## src/rtl/alu_pkg.sv

```systemverilog
// Shared ALU definitions: ctrl codes, RV32I opcodes, operand selects and the
// decoded-entry bundle passed from issue decode to execute.
package alu_pkg;
  localparam int XLEN = 32;

  localparam logic [3:0] ALU_AND     = 4'd0;
  localparam logic [3:0] ALU_OR      = 4'd1;
  localparam logic [3:0] ALU_ADD     = 4'd2;
  localparam logic [3:0] ALU_SUB     = 4'd3;
  localparam logic [3:0] ALU_XOR     = 4'd4;
  localparam logic [3:0] ALU_EQ      = 4'd5;
  localparam logic [3:0] ALU_NE      = 4'd6;
  localparam logic [3:0] ALU_LTU     = 4'd7;
  localparam logic [3:0] ALU_GEU     = 4'd8;
  localparam logic [3:0] ALU_LT      = 4'd9;
  localparam logic [3:0] ALU_GE      = 4'd10;
  localparam logic [3:0] ALU_SLL     = 4'd11;
  localparam logic [3:0] ALU_SRL     = 4'd12;
  localparam logic [3:0] ALU_SRA     = 4'd13;
  localparam logic [3:0] ALU_ILLEGAL = 4'd15;

  localparam logic [6:0] OPC_OP     = 7'b0110011;
  localparam logic [6:0] OPC_OP_IMM = 7'b0010011;
  localparam logic [6:0] OPC_BRANCH = 7'b1100011;
  localparam logic [6:0] OPC_LOAD   = 7'b0000011;
  localparam logic [6:0] OPC_STORE  = 7'b0100011;
  localparam logic [6:0] OPC_LUI    = 7'b0110111;
  localparam logic [6:0] OPC_AUIPC  = 7'b0010111;
  localparam logic [6:0] OPC_JAL    = 7'b1101111;
  localparam logic [6:0] OPC_JALR   = 7'b1100111;

  localparam logic [1:0] SEL_A_RS1  = 2'd0;
  localparam logic [1:0] SEL_A_PC   = 2'd1;
  localparam logic [1:0] SEL_A_ZERO = 2'd2;
  localparam logic       SEL_B_RS2  = 1'b0;
  localparam logic       SEL_B_IMM  = 1'b1;

  typedef struct packed {
    logic [3:0]      ctrl;
    logic [1:0]      sel_a;
    logic            sel_b;
    logic [XLEN-1:0] imm;
    logic [XLEN-1:0] pc;
    logic [4:0]      rs1;
    logic [4:0]      rs2;
    logic [4:0]      rd;
    logic            rd_we;
    logic            is_branch;
    logic            illegal;
  } dec_t;

  localparam int DEC_W = $bits(dec_t);

  // funct3 -> ctrl for the base (funct7=0) register/immediate ALU ops
  function automatic logic [3:0] op_ctrl(input logic [2:0] f3);
    logic [3:0] c;
    case (f3)
      3'b000:  c = ALU_ADD;
      3'b001:  c = ALU_SLL;
      3'b010:  c = ALU_LT;
      3'b011:  c = ALU_LTU;
      3'b100:  c = ALU_XOR;
      3'b101:  c = ALU_SRL;
      3'b110:  c = ALU_OR;
      default: c = ALU_AND;
    endcase
    return c;
  endfunction
endpackage

```

## src/rtl/alu_issue_decode_if.sv

```systemverilog
// Fetch-side and execute-side handshake bundle of the ALU issue decoder.
interface alu_issue_decode_if;
  import alu_pkg::*;

  logic            in_valid;
  logic            in_ready;
  logic [31:0]     in_inst;
  logic [XLEN-1:0] in_pc;
  logic            flush;
  logic            out_valid;
  logic            out_ready;
  logic [3:0]      out_ctrl;
  logic [1:0]      out_sel_a;
  logic            out_sel_b;
  logic [XLEN-1:0] out_imm;
  logic [XLEN-1:0] out_pc;
  logic [4:0]      out_rs1;
  logic [4:0]      out_rs2;
  logic [4:0]      out_rd;
  logic            out_rd_we;
  logic            out_is_branch;
  logic            out_illegal;

  modport slave (
    input  in_valid, in_inst, in_pc, flush, out_ready,
    output in_ready, out_valid, out_ctrl, out_sel_a, out_sel_b, out_imm,
           out_pc, out_rs1, out_rs2, out_rd, out_rd_we, out_is_branch, out_illegal
  );

  modport master (
    output in_valid, in_inst, in_pc, flush, out_ready,
    input  in_ready, out_valid, out_ctrl, out_sel_a, out_sel_b, out_imm,
           out_pc, out_rs1, out_rs2, out_rd, out_rd_we, out_is_branch, out_illegal
  );
endinterface

```

## src/rtl/alu_issue_dec_comb.sv

```systemverilog
// Combinational RV32I decode of one instruction word into the ALU entry bundle.
module alu_issue_dec_comb
  import alu_pkg::*;
#(
  parameter logic [3:0] ILLEGAL_CTRL = ALU_ILLEGAL
) (
  input  logic [31:0]     inst,
  input  logic [XLEN-1:0] pc,
  output dec_t            dec
);
  logic [6:0]  opcode;
  logic [2:0]  f3;
  logic [6:0]  f7;
  logic [31:0] imm_i, imm_s, imm_b, imm_u, imm_j, shamt;
  logic        bad, writes, branch;
  logic [3:0]  ctrl;

  assign opcode = inst[6:0];
  assign f3     = inst[14:12];
  assign f7     = inst[31:25];
  assign imm_i  = {{20{inst[31]}}, inst[31:20]};
  assign imm_s  = {{20{inst[31]}}, inst[31:25], inst[11:7]};
  assign imm_b  = {{19{inst[31]}}, inst[31], inst[7], inst[30:25], inst[11:8], 1'b0};
  assign imm_u  = {inst[31:12], 12'b0};
  assign imm_j  = {{11{inst[31]}}, inst[31], inst[19:12], inst[20], inst[30:21], 1'b0};
  assign shamt  = {27'b0, inst[24:20]};

  always_comb begin
    dec       = '0;
    dec.pc    = pc;
    dec.rs1   = inst[19:15];
    dec.rs2   = inst[24:20];
    dec.rd    = inst[11:7];
    dec.sel_a = SEL_A_RS1;
    dec.sel_b = SEL_B_RS2;
    ctrl      = ALU_ADD;
    bad       = 1'b0;
    writes    = 1'b0;
    branch    = 1'b0;
    case (opcode)
      OPC_OP: begin
        writes = 1'b1;
        if (f7 == 7'b0000000)                       ctrl = op_ctrl(f3);
        else if (f7 == 7'b0100000 && f3 == 3'b000)  ctrl = ALU_SUB;
        else if (f7 == 7'b0100000 && f3 == 3'b101)  ctrl = ALU_SRA;
        else                                        bad  = 1'b1;
      end
      OPC_OP_IMM: begin
        writes    = 1'b1;
        dec.sel_b = SEL_B_IMM;
        if (f3 == 3'b001) begin
          dec.imm = shamt;
          ctrl    = ALU_SLL;
          bad     = (f7 != 7'b0000000);
        end else if (f3 == 3'b101) begin
          dec.imm = shamt;
          if (f7 == 7'b0000000)      ctrl = ALU_SRL;
          else if (f7 == 7'b0100000) ctrl = ALU_SRA;
          else                       bad  = 1'b1;
        end else begin
          dec.imm = imm_i;
          ctrl    = op_ctrl(f3);
        end
      end
      OPC_BRANCH: begin
        dec.imm = imm_b;
        branch  = 1'b1;
        case (f3)
          3'b000:  ctrl = ALU_EQ;
          3'b001:  ctrl = ALU_NE;
          3'b100:  ctrl = ALU_LT;
          3'b101:  ctrl = ALU_GE;
          3'b110:  ctrl = ALU_LTU;
          3'b111:  ctrl = ALU_GEU;
          default: bad  = 1'b1;
        endcase
      end
      OPC_LOAD:  begin writes = 1'b1; dec.sel_b = SEL_B_IMM; dec.imm = imm_i; end
      OPC_STORE: begin dec.sel_b = SEL_B_IMM; dec.imm = imm_s; end
      OPC_LUI: begin
        writes = 1'b1; dec.sel_a = SEL_A_ZERO; dec.sel_b = SEL_B_IMM; dec.imm = imm_u;
      end
      OPC_AUIPC: begin
        writes = 1'b1; dec.sel_a = SEL_A_PC; dec.sel_b = SEL_B_IMM; dec.imm = imm_u;
      end
      OPC_JAL: begin
        writes = 1'b1; dec.sel_a = SEL_A_PC; dec.sel_b = SEL_B_IMM; dec.imm = imm_j;
      end
      OPC_JALR: begin
        writes = 1'b1; dec.sel_b = SEL_B_IMM; dec.imm = imm_i;
        bad    = (f3 != 3'b000);
      end
      default: bad = 1'b1;
    endcase
    // Illegal entries keep their operand fields but must not write or branch
    if (bad) begin
      ctrl   = ILLEGAL_CTRL;
      writes = 1'b0;
      branch = 1'b0;
    end
    dec.ctrl      = ctrl;
    dec.rd_we     = writes && (inst[11:7] != 5'd0);
    dec.is_branch = branch;
    dec.illegal   = bad;
  end
endmodule

```

## src/rtl/alu_issue_decode.sv

```systemverilog
// ALU issue decoder: decode stage with registered output, 2-entry skid buffer
// (in_ready is the inverted skid valid flop) and flush.
module alu_issue_decode
  import alu_pkg::*;
#(
  parameter logic [3:0] ILLEGAL_CTRL = ALU_ILLEGAL
) (
  input  logic               clk,
  input  logic               rst,
  alu_issue_decode_if.slave  bus
);
  dec_t dec, main_q, skid_q, main_d, skid_d;
  logic main_valid, skid_valid, main_valid_d, skid_valid_d;
  logic accept, drain;

  alu_issue_dec_comb #(.ILLEGAL_CTRL(ILLEGAL_CTRL)) u_dec (
    .inst (bus.in_inst),
    .pc   (bus.in_pc),
    .dec  (dec)
  );

  assign accept = bus.in_valid && !skid_valid;
  assign drain  = bus.out_ready || !main_valid;

  always_comb begin
    main_d       = main_q;
    skid_d       = skid_q;
    main_valid_d = main_valid;
    skid_valid_d = skid_valid;
    if (bus.flush) begin
      main_valid_d = 1'b0;
      skid_valid_d = 1'b0;
    end else if (drain) begin
      if (skid_valid) begin
        main_d       = skid_q;
        main_valid_d = 1'b1;
        skid_valid_d = accept;
        if (accept) skid_d = dec;
      end else begin
        main_valid_d = accept;
        if (accept) main_d = dec;
      end
    end else if (accept) begin
      skid_d       = dec;
      skid_valid_d = 1'b1;
    end
  end

  always_ff @(posedge clk) begin
    if (rst) begin
      main_valid <= 1'b0;
      skid_valid <= 1'b0;
      main_q     <= '0;
      skid_q     <= '0;
    end else begin
      main_valid <= main_valid_d;
      skid_valid <= skid_valid_d;
      main_q     <= main_d;
      skid_q     <= skid_d;
    end
  end

  assign bus.in_ready      = !skid_valid;
  assign bus.out_valid     = main_valid;
  assign bus.out_ctrl      = main_q.ctrl;
  assign bus.out_sel_a     = main_q.sel_a;
  assign bus.out_sel_b     = main_q.sel_b;
  assign bus.out_imm       = main_q.imm;
  assign bus.out_pc        = main_q.pc;
  assign bus.out_rs1       = main_q.rs1;
  assign bus.out_rs2       = main_q.rs2;
  assign bus.out_rd        = main_q.rd;
  assign bus.out_rd_we     = main_q.rd_we;
  assign bus.out_is_branch = main_q.is_branch;
  assign bus.out_illegal   = main_q.illegal;
endmodule

```

## src/flat_wrapper.sv

```systemverilog
// flat-port wrapper written by rule: the top's interface ports become plain ports
module alu_issue_decode_flat import alu_pkg::*;
#(
  parameter logic [3:0] ILLEGAL_CTRL = ALU_ILLEGAL
)
  (clk, rst, bus_in_valid, bus_in_inst, bus_in_pc, bus_flush, bus_out_ready, bus_in_ready, bus_out_valid, bus_out_ctrl, bus_out_sel_a, bus_out_sel_b, bus_out_imm, bus_out_pc, bus_out_rs1, bus_out_rs2, bus_out_rd, bus_out_rd_we, bus_out_is_branch, bus_out_illegal);
  alu_issue_decode_if bus_i ();
  input  logic clk;
  input  logic rst;
  input wire logic [$bits(bus_i.in_valid)-1:0] bus_in_valid;
  input wire logic [$bits(bus_i.in_inst)-1:0] bus_in_inst;
  input wire logic [$bits(bus_i.in_pc)-1:0] bus_in_pc;
  input wire logic [$bits(bus_i.flush)-1:0] bus_flush;
  input wire logic [$bits(bus_i.out_ready)-1:0] bus_out_ready;
  output wire logic [$bits(bus_i.in_ready)-1:0] bus_in_ready;
  output wire logic [$bits(bus_i.out_valid)-1:0] bus_out_valid;
  output wire logic [$bits(bus_i.out_ctrl)-1:0] bus_out_ctrl;
  output wire logic [$bits(bus_i.out_sel_a)-1:0] bus_out_sel_a;
  output wire logic [$bits(bus_i.out_sel_b)-1:0] bus_out_sel_b;
  output wire logic [$bits(bus_i.out_imm)-1:0] bus_out_imm;
  output wire logic [$bits(bus_i.out_pc)-1:0] bus_out_pc;
  output wire logic [$bits(bus_i.out_rs1)-1:0] bus_out_rs1;
  output wire logic [$bits(bus_i.out_rs2)-1:0] bus_out_rs2;
  output wire logic [$bits(bus_i.out_rd)-1:0] bus_out_rd;
  output wire logic [$bits(bus_i.out_rd_we)-1:0] bus_out_rd_we;
  output wire logic [$bits(bus_i.out_is_branch)-1:0] bus_out_is_branch;
  output wire logic [$bits(bus_i.out_illegal)-1:0] bus_out_illegal;
  assign bus_i.in_valid = bus_in_valid;
  assign bus_i.in_inst = bus_in_inst;
  assign bus_i.in_pc = bus_in_pc;
  assign bus_i.flush = bus_flush;
  assign bus_i.out_ready = bus_out_ready;
  assign bus_in_ready = bus_i.in_ready;
  assign bus_out_valid = bus_i.out_valid;
  assign bus_out_ctrl = bus_i.out_ctrl;
  assign bus_out_sel_a = bus_i.out_sel_a;
  assign bus_out_sel_b = bus_i.out_sel_b;
  assign bus_out_imm = bus_i.out_imm;
  assign bus_out_pc = bus_i.out_pc;
  assign bus_out_rs1 = bus_i.out_rs1;
  assign bus_out_rs2 = bus_i.out_rs2;
  assign bus_out_rd = bus_i.out_rd;
  assign bus_out_rd_we = bus_i.out_rd_we;
  assign bus_out_is_branch = bus_i.out_is_branch;
  assign bus_out_illegal = bus_i.out_illegal;
  alu_issue_decode #(.ILLEGAL_CTRL(ILLEGAL_CTRL)) u_core (.clk(clk), .rst(rst), .bus(bus_i));
endmodule
```

## config.mk

```make
export PLATFORM = sky130hd
export DESIGN_NAME = alu_issue_decode_flat
export DESIGN_NICKNAME = d
export VERILOG_FILES = /design/src/rtl/alu_pkg.sv /design/src/rtl/alu_issue_decode_if.sv /design/src/rtl/alu_issue_dec_comb.sv /design/src/rtl/alu_issue_decode.sv /design/src/flat_wrapper.sv
export SDC_FILE = /design/constraint.sdc
export NUM_CORES = 1
export LEC_CHECK = 0
export BUFFER_PORTS_ARGS = -buffer_cell sky130_fd_sc_hd__buf_2
export CAP_MARGIN = 20
export CORE_MARGIN = 2
export CORE_UTILIZATION = 30
export CTS_CLUSTER_SIZE = 24
export DETAILED_ROUTE_END_ITERATION = 10
export GPL_ROUTABILITY_DRIVEN = 0
export GPL_TIMING_DRIVEN = 0
export PLACE_DENSITY_LB_ADDON = 0.15
export SYNTH_ARGS = -nofsm -noshare
export SYNTH_HDL_FRONTEND = slang
export SYNTH_SLANG_ARGS = --single-unit
```

## constraint.sdc

```tcl
create_clock -name clk -period 2.47 [get_ports clk]
set_input_delay 0.494 -clock clk [delete_from_list [all_inputs] [get_ports clk]]
set_output_delay 0.494 -clock clk [all_outputs]
set_load 0.02 [all_outputs]
```

# After elaboration in Yosys (flattened, before gate mapping)
# Index checks and enable logic that the tools add are counted.
op_classes:
  add_sub_neg: 0
  multipliers: 0
  div_mod_pow: 0
  order_cmp: 0
  eq_ne: 18
  shifts: 0
  muxes: 39
  bitwise: 1
  n_reduce_logical: 24
ops:
  columns: ["cell", "n"]
  rows:
  - ["2-to-1 mux 89 bit", 5]
  - ["case mux 32 bit (6 select lines)", 1]
  - ["2-to-1 mux 32 bit", 2]
  - ["2-to-1 mux 4 bit", 8]
  - ["== test 7 x 6 -> 1 bit, second input constant", 4]
  - ["case mux 4 bit (7 select lines)", 1]
  - ["case mux 4 bit (6 select lines)", 1]
  - ["== test 7 bit, second input constant", 3]
  - ["case mux 4 bit (5 select lines)", 1]
  - ["2-to-1 mux 1 bit", 17]
  - ["== test 7 x 5 -> 1 bit, second input constant", 2]
  - ["OR reduction 7 bit", 2]
  - ["== test 3 bit, second input constant", 4]
  - ["case mux 4 bit (3 select lines)", 1]
  - ["OR reduction 2 bit", 4]
  - ["== test 7 x 2 -> 1 bit, second input constant", 1]
  - ["zero test 7 bit", 1]
  - ["nonzero test 7 bit", 1]
  - ["== test 3 x 2 -> 1 bit, second input constant", 2]
  - ["OR reduction 6 bit", 1]
  - ["case mux 1 bit (5 select lines)", 1]
  - ["nonzero test 5 bit", 1]
  - ["OR reduction 5 bit", 1]
  - ["logical AND 1 bit", 4]
  - ["11 further kinds", 13]
word_totals:
  ff_bits: 180
  latchBits: 0
  ramBits: 0
  mem_bits_ro: 0
  output_inout_bits: 91
  elab_cells: 106
  n_memories: 0

# Depth between registers and ports, before layout
# Gate-level depths: netlist of the first run.
logic_depth:
  depth_word: 11
  mapped_depth: 8
  mapped_depth_nobuf: 6

# By module
# A second synthesis of the first run with hierarchy kept.
hier_totals:
  cells_unflattened: 996
  area_unflattened_um2: 9392.8
by_module_without_submodules:
  columns: ["module", "instances", "cells_per_inst", "area_per_inst_um2", "seq_area_each_um2"]
  rows:
  - ["alu_issue_decode", 1, 802, 8117.8, 3603.5]
  - ["alu_issue_dec_comb", 1, 194, 1275.0, 0.0]

# Worst setup path before layout of the first run
# No wires, ideal clock.
synth_timing:
  kind: "in2reg"
  startpoint: "input bus_in_inst[2]"
  endpoint: "register u_core.main_q, in the netlist u_core.bus.out_ctrl[2]"
  setup_time_ns: 0.096
  t_arrival_ns: 1.938
  t_required_ns: 2.374
  setup_slack_ns: 0.436
  cell_stages: 7
  cell_sequence: "buf_6 > and4bb_2 > nand2_2 > a221o_1 > a41oi_2 > nor3_1 > o41ai_2"
synth_between:
  elab_chain_cells: 6
  elab_cells_between_ends: 15
  cone_classes: "eq/ne: 9; mux: 5; reduce/logical: 1"
synth_rtl:
  columns: ["element", "line_no", "rtl"]
  rows:
  - ["start: declaration", "flat_wrapper.sv:11", "input wire logic [$bits(bus_i.in_inst)-1:0] bus_in_inst;"]
  - ["== test 7 bit, or another cell as far along", "alu_issue_dec_comb.sv:40", "case (opcode)"]
  - ["OR reduction 5 bit (no source line)", null, null]
  - ["case mux 1 bit (5 select lines)", "alu_issue_dec_comb.sv:40", null]
  - ["2-to-1 mux 4 bit *", "alu_issue_dec_comb.sv:96", "if (bad) begin"]
  - ["2-to-1 mux 89 bit *", "alu_issue_decode.sv:41", "if (accept) main_d = dec;"]
  - ["2-to-1 mux 89 bit *", "alu_issue_decode.sv:34", "if (skid_valid) begin"]
  - ["end signal: assignment", "alu_issue_decode.sv:58", "main_q <= main_d;"]
  - ["end: declaration", "alu_issue_decode.sv:12", "dec_t dec, main_q, skid_q, main_d, skid_d;"]
# Mark *: on every way between the ends. The rest lies on a longest branch, timed or not. The select of a mux whose other input is x is not followed.
# A chain may end at the register's enable or synchronous reset.

# Worst setup path in the final report of the first run
layout_timing:
  startpoint: "register u_core.main_valid (netlist: u_core.bus.out_valid)"
  endpoint: "register u_core.main_q, in the netlist u_core.bus.out_rs2[2]"
layout_between:
  elab_chain_cells: 3
layout_rtl:
  columns: ["element", "line_no", "rtl"]
  rows:
  - ["start: declaration", "alu_issue_decode.sv:13", "logic main_valid, skid_valid, main_valid_d, skid_valid_d;"]
  - ["start signal: assignment", "alu_issue_decode.sv:56", "main_valid <= main_valid_d;"]
  - ["zero test 1 bit", "alu_issue_decode.sv:23", "assign drain = bus.out_ready || !main_valid;"]
  - ["logical OR 1 bit", "alu_issue_decode.sv:23", null]
  - ["AND reduction 3 bit (no source line)", null, null]
# No other way between the ends.

==> results of run 1 <==
## cells in the mapped netlist (all sizes together), types with 2 or more instances
master / instances
a2111oi: 2
nor2b: 8
a211o: 8
o211a: 2
a211oi: 79
a21o: 4
o21bai: 2
clkbuf: 70
a21oi: 89
or2: 3
dfxtp: 180
a221oi: 12
o2bb2ai: 2
o41ai: 2
nand4: 2
and3: 2
nor4: 6
buf: 15
clkinv: 2
nor2: 111
a311oi: 6
mux2i: 49
inv: 3
o31ai: 2
nand2b: 8
nor3: 19
a22oi: 6
nand4b: 2
nand2: 170
nand3b: 8
o221ai: 2
and2: 2
and3b: 2
o21ai: 28
o211ai: 3
nand3: 21
## cell usage in the layout (no fill, tap or decap), types with 21 or more instances in the layout
cell / netlist / routed
a21oi_1: 89 / 89
clkbuf_1: 69 / 66
o21ai_0: 28 / 28
a211oi_1: 79 / 79
buf_2: 7 / 163
nand2_1: 169 / 169
nor2_1: 111 / 111
dfxtp_1: 180 / 180
nand3_1: 21 / 21
mux2i_1: 49 / 49
## cells by family (layout without fill, tap and decap cells)
logic type / after synthesis / in the layout / share of synthesized area (%)
buffers and inverters: 90 / 276 / 4.60
DFF: 180 / 180 / 46.1
and+or+nand+nor: 368 / 368 / 20.3
other: 0 / 1 / 0
xor gates and xnor gates: 1 / 1 / 0.112
muxes: 49 / 49 / 6.28
AOI/OAI and AO/OA: 260 / 260 / 22.5
## flip-flops by register name, summed over array words and instances, names as in the netlist
| signal | count |
|---|---|
| u_core.bus.out_imm | 32 |
| u_core.bus.out_illegal | 1 |
| u_core.bus.out_ctrl | 4 |
| u_core.bus.out_pc | 32 |
| u_core.bus.out_rs1 | 5 |
| u_core.bus.out_rd_we | 1 |
| u_core.bus.out_is_branch | 1 |
| u_core.bus.out_rd | 5 |
| u_core.skid_q | 89 |
| u_core.bus.out_sel_a | 2 |
| u_core.bus.out_sel_b | 1 |
| u_core.skid_valid | 1 |
| u_core.bus.out_valid | 1 |
| u_core.bus.out_rs2 | 5 |
## routing by layer
metal / share of wire (%) / GRT usage [%]
met5: 0 / 0
met4: 1.6 / 5.02
met3: 5.8 / 3.95
met2: 45 / 31.1
met1: 48 / 28.0
## worst min path at each step
stage	startpoint	to
floorplan	u_core.skid_q[50]	u_core.skid_q[50]
global route	bus_in_pc[11]	u_core.skid_q[29]
CTS	bus_in_pc[4]	u_core.skid_q[22]
detailed placement	u_core.skid_q[82]	u_core.skid_q[82]
global placement	u_core.bus.out_imm[14]	u_core.bus.out_imm[14]
finish	bus_in_pc[4]	u_core.skid_q[22]
## per-stage QoR
step / power (mW) / setup slack, ns
6_report: 6.52 / 0.142
2_1_floorplan: 3.53 / 0.436
3_5_place_dp: 3.85 / -0.308
4_1_cts: 6.58 / 0.0342
3_3_place_gp: 3.85 / -0.778
5_1_grt: 6.77 / 0.00102
## where the power goes
part / switching (mW) / internal [mW]
Combinational: 0.497 / 0.236
Sequential: 0.0508 / 3.00
Clock: 1.24 / 1.50
## critical path, delay by kind of cell (launching register included)
| family | cells | cell delay [ns] |
|---|---|---|
| compound gates | 1 | 0.16 |
| buf+inv | 2 | 1.04 |
| flops | 1 | 0.32 |
| simple gates | 2 | 0.66 |
## what timing repair did
action	in CTS	in global routing
gates cloned	0	0
resized for setup	3	6
buffers inserted	0	0
hold endpoints to repair	0	0
endpoints found under the setup margin	95	15
## area by class of cell
type	instances	share of cell area, %
diodes	1	0.0260
clock inverters	13	1.56
multi-input cells	678	40.2
inverters	5	0.208
clock buffers	18	4.46
well taps	335	4.36
plain buffers	84	3.55
repair buffers	156	8.12
flip-flops and latches	180	37.5
==> results by group, run 1 <==
Floorplan
  • I/O Pins: 160
  • Initial core utilization: 30.2%
  • Die area: 27300 µm²
  • Core area: 25800 µm²
  • Die width: 165 µm
  • Die Y: 165 µm
  • Row cnt: 59

Synth
  • Sequential-to-total area share from yosys stat: 46.1%
  • Synth area leaders: dfxtp_1 (46%), nand2_1 (8.1%), a211oi_1 (7.6%)
  • Async SR Flop Fraction: 0%
  • Yosys top cell area share: 46.1%
  • Post-synthesis net count: 1017
  • Synth Area per Inst: 8.24 µm²
  • Leading area contributor after synthesis: dfxtp_1
  • Top_reg_cell synth: dfxtp_1
  • #FFs+latches synth: 180
  • Synthesized area: 7810 µm²
  • EDFF count, synth: 0
  • Mapped Cells: 948
  • Yosys warning total: 0
  • Count of cell types in the netlist: 60

Global route
  • First-pass GRT wire length: 41300 µm
  • Grt ovf: 0
  • Largest net degree at the start of global routing: 17
  • Vias in the first global route: 7163
  • Number of antenna violations at the first check in global routing: 0
  • GRT Util Overall: 19.9%

Worst hold path
  • Worst Hold Class: primary input to flop
  • Hold path cells: 3

Cells and area
  • Final instance area: 9610 µm²
  • Total Nets Final: 1191
  • Finished Layout Cells: 1470
  • Layout area overhead: 23.1%
  • Footprint of the multi-input gates: 3860 µm²
  • Util after Layout: 37.2%
  • FILL cells: 2760
  • Layout cells sized above 1: 18.8%
  • FF/Latch Area: 3600 µm²

Routing
  • Drt first pass iters: 5
  • Vias/cell: 5.09
  • Final WL: 27200 µm
  • First-iteration detailed-routing DRC count: 493
  • DRC: 0
  • Via Count: 7476
  • DR WL/cell: 18.5 µm
  • Number of routed nets with antenna violations: 0

Pwr
  • Pleak: 3.48 nW
  • Pwr dens: 679 nW/µm²
  • Maximum VDD drop: 0.459 mV

Worst setup path
  • CP Max Fanout: 10
  • CP arrival: 2.61 ns
  • Worst path cell trace: nor2b_1 > nor3_4 > clkbuf_1 > clkbuf_1 > a211oi_1
  • Crit path launch type: flop
  • CP max stage delay: 0.56 ns
  • CP most frequent cell: clkbuf_1
  • Slowest stage cell, crit path: clkbuf_1
  • Critical path type: flop to flop
  • R2R Path End: u_core.bus.out_rs2[2]
  • Worst Reg-to-Reg Cells: 5
  • R2R setup slack: 0.14 ns
  • Worst Setup SP: u_core.bus.out_valid
  • Data required, critical path: 2.75 ns
  • Reg-to-reg critical path startpoint: u_core.bus.out_valid
  • CP endpoint kind: flop
  • Worst Setup EP: u_core.bus.out_rs2[2]

Placement
  • Post-DP Area: 9010 µm²
  • IO Port Bufs: 156
  • Placed cells: 1439
  • Final HPWL DP: 20000 µm

Timing
  • RSZ-0062 raised after global routing: false
  • Setup TNS: 0 ns
  • Final setup vio count: 0
  • Hold slack final: 0.300 ns
  • F_max: 430 MHz
  • Slew Viols, Final: 0
  • Max_slew headroom: 45.0%
  • Slew @ Worst Pin: 0.825 ns
  • Setup Skew: 0.0110 ns
  • Hold Fails Final Rpt: 0
  • Crit path time final: 2.33 ns
  • Period utilisation layout: 94.2%

CTS
  • Clock latency at the later pin of the worst-skew pair: 0.43 ns
  • CTS H-Tree Depth: 4
  • Clock Pin Slew Worst Setup and Hold Paths: 0.07 ns
  • TritonCTS buffer count: 17
  • # hold bufs at CTS: 0
  • CTS tree: built
  • CTS sink cnt: 180
  • Clock Tree Buf Depth: 2
  • Root Driver: clkbuf_16

Run status
  • Status: finished, final reports clean

Flow run
  • Maxcap violations: 0
Power figures use the tool's default switching activity.
==> run 2, diff against run 1 <==
Settings changed: CORE_UTILIZATION 30 to 39, REMOVE_ABC_BUFFERS from default to 1.
==> run 2 against run 1 <==
Compared with the run above:
- sequential power about the same
- critical path type is now flop to primary output
- non-clock buffer count shrank 63
- highest routed layer unchanged
- total power is 2.1% lower
- largest power group unchanged
- sequential share of layout area grew 0.48 points
- via count fell by 5.5%
- die area is 23% lower
- critical path depth is 3 lower
- critical endpoint is now bus_in_ready
- clock power decreased by 3%
- worst setup slack better by 0.026 ns
- clock skew down 0.0036 ns
- cell area fell by 1.2%
- hold slack better by 0.012 ns
==> results by group, run 2 (synthesis results as in run 1) <==
Run status
  • Status: finished, final reports clean

Routing
  • Number of routed nets with antenna violations: 0
  • Via Count: 7066
  • Met2 wire len: 10100 µm
  • Metal-1 WL: 10500 µm
  • Highest metal used: met4
  • DR WL/cell: 16.3 µm
  • Vias/cell: 5.28
  • Met3 WL post-DR: 1040 µm
  • DRC: 0
  • Drt first pass iters: 7
  • Final WL: 21800 µm
  • First-iteration detailed-routing DRC count: 503

Global route
  • GRT Util Overall: 19.8%
  • Number of antenna violations at the first check in global routing: 1
  • Largest net degree at the start of global routing: 96
  • Vias in the first global route: 6303
  • First-pass GRT wire length: 34200 µm
  • Grt ovf: 0

Worst hold path
  • Hold path cells: 3
  • Worst Hold Class: primary input to flop
  • Hold Path Origin: bus_in_pc[20]
  • Worst Hold Endpoint: u_core.skid_q[38]

CTS
  • CTS sink cnt: 180
  • Clock latency at the later pin of the worst-skew pair: 0.42 ns
  • TritonCTS buffer count: 17
  • CTS H-Tree Depth: 4
  • Root Driver: clkbuf_16
  • # hold bufs at CTS: 0
  • Clock Pin Slew Worst Setup and Hold Paths: 0.07 ns
  • Clock Tree Buf Depth: 2
  • CTS tree: built

Pwr
  • Pwr dens: 672 nW/µm²
  • Pleak: 3.48 nW
  • Maximum VDD drop: 0.453 mV

Placement
  • Placed cells: 1302
  • IO Port Bufs: 159
  • Final HPWL DP: 13400 µm

Cells and area
  • Most common cell after layout, fill and taps aside: dfxtp_1
  • Most frequent cells in the layout: dfxtp_1 (179), nand2_1 (169), buf_2 (158), nor2_1 (110), a21oi_1 (88)
  • FF/Latch Area: 3610 µm²
  • Biggest register: u_core.skid_q
  • Layout cells sized above 1: 21.5%
  • Max FFs per register: 89
  • Layout area overhead: 21.6%
  • Footprint of the multi-input gates: 3910 µm²
  • Total Nets Final: 1129
  • FILL cells: 1982
  • Finished Layout Cells: 1338

Floorplan
  • Initial core utilization: 40.0%
  • Die area: 21200 µm²
  • Die width: 146 µm
  • I/O Pins: 160
  • Die Y: 146 µm
  • Core area: 19500 µm²
  • Row cnt: 51

Worst setup path
  • CP arrival: 1.81 ns
  • R2R Path End: u_core.bus.out_imm[23]
  • Worst Reg-to-Reg Cells: 7
  • Reg-to-reg critical path startpoint: u_core.bus.out_valid
  • R2R setup slack: 0.19 ns
  • Critical path type: flop to primary output
  • CP Max Fanout: 44
  • Crit path launch type: flop
  • CP endpoint kind: primary output
  • Data required, critical path: 1.98 ns

Timing
  • Slew Viols, Final: 0
  • Setup Skew: 0.00747 ns
  • Period utilisation layout: 93.2%
  • F_max: 435 MHz
  • Crit path time final: 2.30 ns
  • Max_slew headroom: 40.4%
  • Final setup vio count: 0
  • Slew @ Worst Pin: 0.892 ns
  • Hold Fails Final Rpt: 0
  • Setup TNS: 0 ns
  • RSZ-0062 raised after global routing: false

Flow run
  • Maxcap violations: 0
[run 2: cell types whose count changed in the layout (fill, tap and decap cells not counted), moves of 3 or more]
cell | previous run | this run
clkbuf_1 | 66 | 0
buf_16 | 0 | 3
buf_2 | 163 | 158
buf_1 | 5 | 0
buf_4 | 1 | 4
clkbuf_2 | 5 | 0
buf_6 | 1 | 9
[run 2: layer usage]
metal  vias up  GRT usage (%)
met4         0           5.10
met1      3283           27.5
met3        14           4.17
li1       3593              -
met2       176           31.6
met5         -              0
[run 2: power by group]
group	internal [mW]	switching [mW]	leakage, nW
Clock	1.46	1.19	0.274
Combinational	0.246	0.448	1.74
Sequential	3.00	0.0451	1.47
[run 2: cell type report]
class / instances / area share [%]
Inverter: 5 / 0.211
Antenna cell: 1 / 0.0263
Clock inverter: 12 / 1.22
Timing Repair Buffer: 177 / 11.1
Tap cell: 265 / 3.49
Multi-Input combinational cell: 679 / 41.2
Clock buffer: 19 / 4.77
Sequential cell: 180 / 38.0
[run 2: worst max-delay path by stage]
stage	startpoint	to	depth (start not counted)
4_1_cts	u_core.bus.out_valid	u_core.skid_q[78]	4
3_5_place_dp	bus_out_ready	u_core.skid_q[80]	5
6_report	u_core.skid_valid	bus_in_ready	2
3_3_place_gp	u_core.skid_valid	u_core.bus.out_illegal	4
5_1_grt	u_core.skid_valid	bus_in_ready	2
2_1_floorplan	u_core.skid_valid	u_core.bus.out_illegal	4
[run 2: metrics by stage]
step                      util (%)  setup slack [ns]  power (mW)  area, µm²  hold slack (ns)
final                         48.6             0.169        6.38       9500            0.312
after CTS                     48.5            0.0134        6.46       9470            0.282
after detailed placement      45.3            -0.736        3.80       8850            0.443
after global routing          48.6            0.0610        6.67       9500            0.294
after floorplan                  -             -7.84        3.49       7470            0.430
after global placement        44.0            -13.75        3.81       8600            0.438
[run 2: critical path, stage by stage (launching register included)]
cell and delay (ns):
dfxtp_4 0.40, clkinv_2 0.58, buf_2 0.40
[run 2: what timing repair did]
item / CTS / global route
gates resized for setup: 3 / 4
endpoints found under the setup margin: 33 / 17
cloned: 0 / 1
buffers inserted: 3 / 0
pin swaps: 0 / 1
==> run 3, diff against run 2 <==
Settings changed: RECOVER_POWER from default to 50.
==> run 3 against run 2 <==
Compared with the run above:
- sequential share of layout area increased by 0.53 points
- critical endpoint unchanged
- largest cell class unchanged
- fmax decreased by 0.45%
- combinational power decreased by 3.9%
- utilization decreased by 0.67 points
- count of clock-buffer cells in the layout unchanged
- largest power group unchanged
- critical path depth unchanged
==> results by group, run 3 (synthesis results as in run 1) <==
Routing
  • DRC: 0
  • Via Count: 7074
  • Final WL: 21800 µm
  • First-iteration detailed-routing DRC count: 614
  • Drt first pass iters: 7
  • Vias/cell: 5.29
  • DR WL/cell: 16.3 µm
  • Number of routed nets with antenna violations: 0

Global route
  • Vias in the first global route: 6303
  • GRT Util Overall: 19.8%
  • Number of antenna violations at the first check in global routing: 1
  • First-pass GRT wire length: 34200 µm
  • Largest net degree at the start of global routing: 96
  • Grt ovf: 0

Timing
  • Crit path time final: 2.31 ns
  • Max_slew headroom: 26.0%
  • Final setup margin: 0.158 ns
  • F_max: 433 MHz
  • Final setup vio count: 0
  • RSZ-0062 raised after global routing: false
  • Setup Skew: 0.00711 ns
  • Slew Viols, Final: 0
  • Setup TNS: 0 ns
  • Slew @ Worst Pin: 1.11 ns
  • Period utilisation layout: 93.6%
  • Hold Fails Final Rpt: 0

CTS
  • TritonCTS buffer count: 17
  • Clock Pin Slew Worst Setup and Hold Paths: 0.07 ns
  • CTS tree: built
  • Clock latency at the later pin of the worst-skew pair: 0.42 ns
  • # hold bufs at CTS: 0
  • CTS sink cnt: 180
  • Root Driver: clkbuf_16
  • CTS H-Tree Depth: 4
  • Clock Tree Buf Depth: 2

Run status
  • Status: finished, final reports clean

Floorplan
  • Core area: 19500 µm²
  • I/O Pins: 160
  • Initial core utilization: 40.0%
  • Die Y: 146 µm
  • Die width: 146 µm
  • Die area: 21200 µm²
  • Row cnt: 51

Worst setup path
  • CP arrival: 1.82 ns
  • Worst Setup SP: u_core.skid_valid
  • Crit path launch type: flop
  • Worst Reg-to-Reg Cells: 7
  • Critical path type: flop to primary output
  • CP endpoint kind: primary output
  • Reg-to-reg critical path startpoint: u_core.bus.out_valid
  • Data required, critical path: 1.98 ns
  • CP Max Fanout: 44

Cells and area
  • Layout cells sized above 1: 12.9%
  • Max FFs per register: 89
  • Finished Layout Cells: 1338
  • Total Nets Final: 1129
  • Layout area overhead: 19.9%
  • Util after Layout: 48.0%
  • Most common cell after layout, fill and taps aside: dfxtp_1
  • Most frequent cells in the layout: dfxtp_1 (179), nand2_1 (169), nor2_1 (110), clkbuf_1 (92), a21oi_1 (88)
  • Biggest register: u_core.skid_q

Placement
  • Placed cells: 1302
  • IO Port Bufs: 159
  • Post-place setup slack: -0.736 ns
  • Final HPWL DP: 13400 µm

Worst hold path
  • Hold path cells: 3
  • Worst Hold Class: primary input to flop
  • Hold Path Origin: bus_in_pc[20]

Pwr
  • Pleak: 3.10 nW
  • Net Sw Frac: 26.6%
  • Maximum VDD drop: 0.453 mV
  • Internal: 4.67 mW
  • Clock power share: 41.6%
  • Pwr dens: 679 nW/µm²
  • Gate power share: 10.5%
  • Share of power burned in registers: 47.9%
  • NetSw: 1.69 mW

Flow run
  • Maxcap violations: 0
[run 3: changes by cell type in the layout (fill, tap and decap cells not counted), sizes merged]
cell	delta
buf	-94
clkbuf	+94
[run 3: final timing paths]
kind,to,slack [ns]
worst max register to register,u_core.bus.out_imm[23],0.18
worst max-delay path,bus_in_ready,0.16
worst min-delay path,u_core.skid_q[38],0.31
worst min register to register,u_core.skid_q[6],0.45
[run 3: per-stage QoR]
| step | total power, mW | instance area [µm²] | hold WS, ns |
|---|---|---|---|
| 2_1_floorplan | 3.49 | 7470 | 0.430 |
| 3_3_place_gp | 3.81 | 8600 | 0.438 |
| 3_5_place_dp | 3.80 | 8850 | 0.443 |
| 4_1_cts | 6.46 | 9470 | 0.282 |
| 5_1_grt | 6.65 | 9370 | 0.294 |
| 6_report | 6.36 | 9370 | 0.312 |
[run 3: area by class of cell]
class | instances | area, µm²
antenna | 1 | 2.50
clock buffer | 19 | 453
clock inverter | 12 | 116
fill | 2020 | 10200
inverter | 5 | 20.0
multi-input combinational | 679 | 3910
sequential | 180 | 3610
tap | 265 | 332
timing repair buffer | 177 | 923
[run 3: power by group through the flow]
stage                     registers (mW)  clock network (mW)  logic (mW)
after floorplan                     3.21                   0       0.273
after global placement              3.11                   0       0.698
after detailed placement            3.11                   0       0.687
after CTS                           3.04                2.73       0.692
after global routing                3.06                2.86       0.732
final                               3.04                2.65       0.667
[run 3: worst max-delay path: stages (launching register included)]
cell and delay, ns:
dfxtp_4 0.40, clkinv_2 0.58, buf_2 0.40
[run 3: timing repair]
action                     4_1_cts  5_1_grt
setup buffers                    3        0
pin swaps                        0        1
gates cloned                     0        1
resized for setup                3        4
setup endpoints to repair       33       17
[run 3: metal layers]
| layer | global-route usage, % | vias to the layer above | part of all wire (%) |
|---|---|---|---|
| met5 | 0 | - | 0 |
| met4 | 5.10 | 0 | 0.71 |
| met3 | 4.17 | 14 | 4.9 |
| met2 | 31.6 | 166 | 46 |
| met1 | 27.5 | 3304 | 48 |
| li1 | - | 3590 | - |
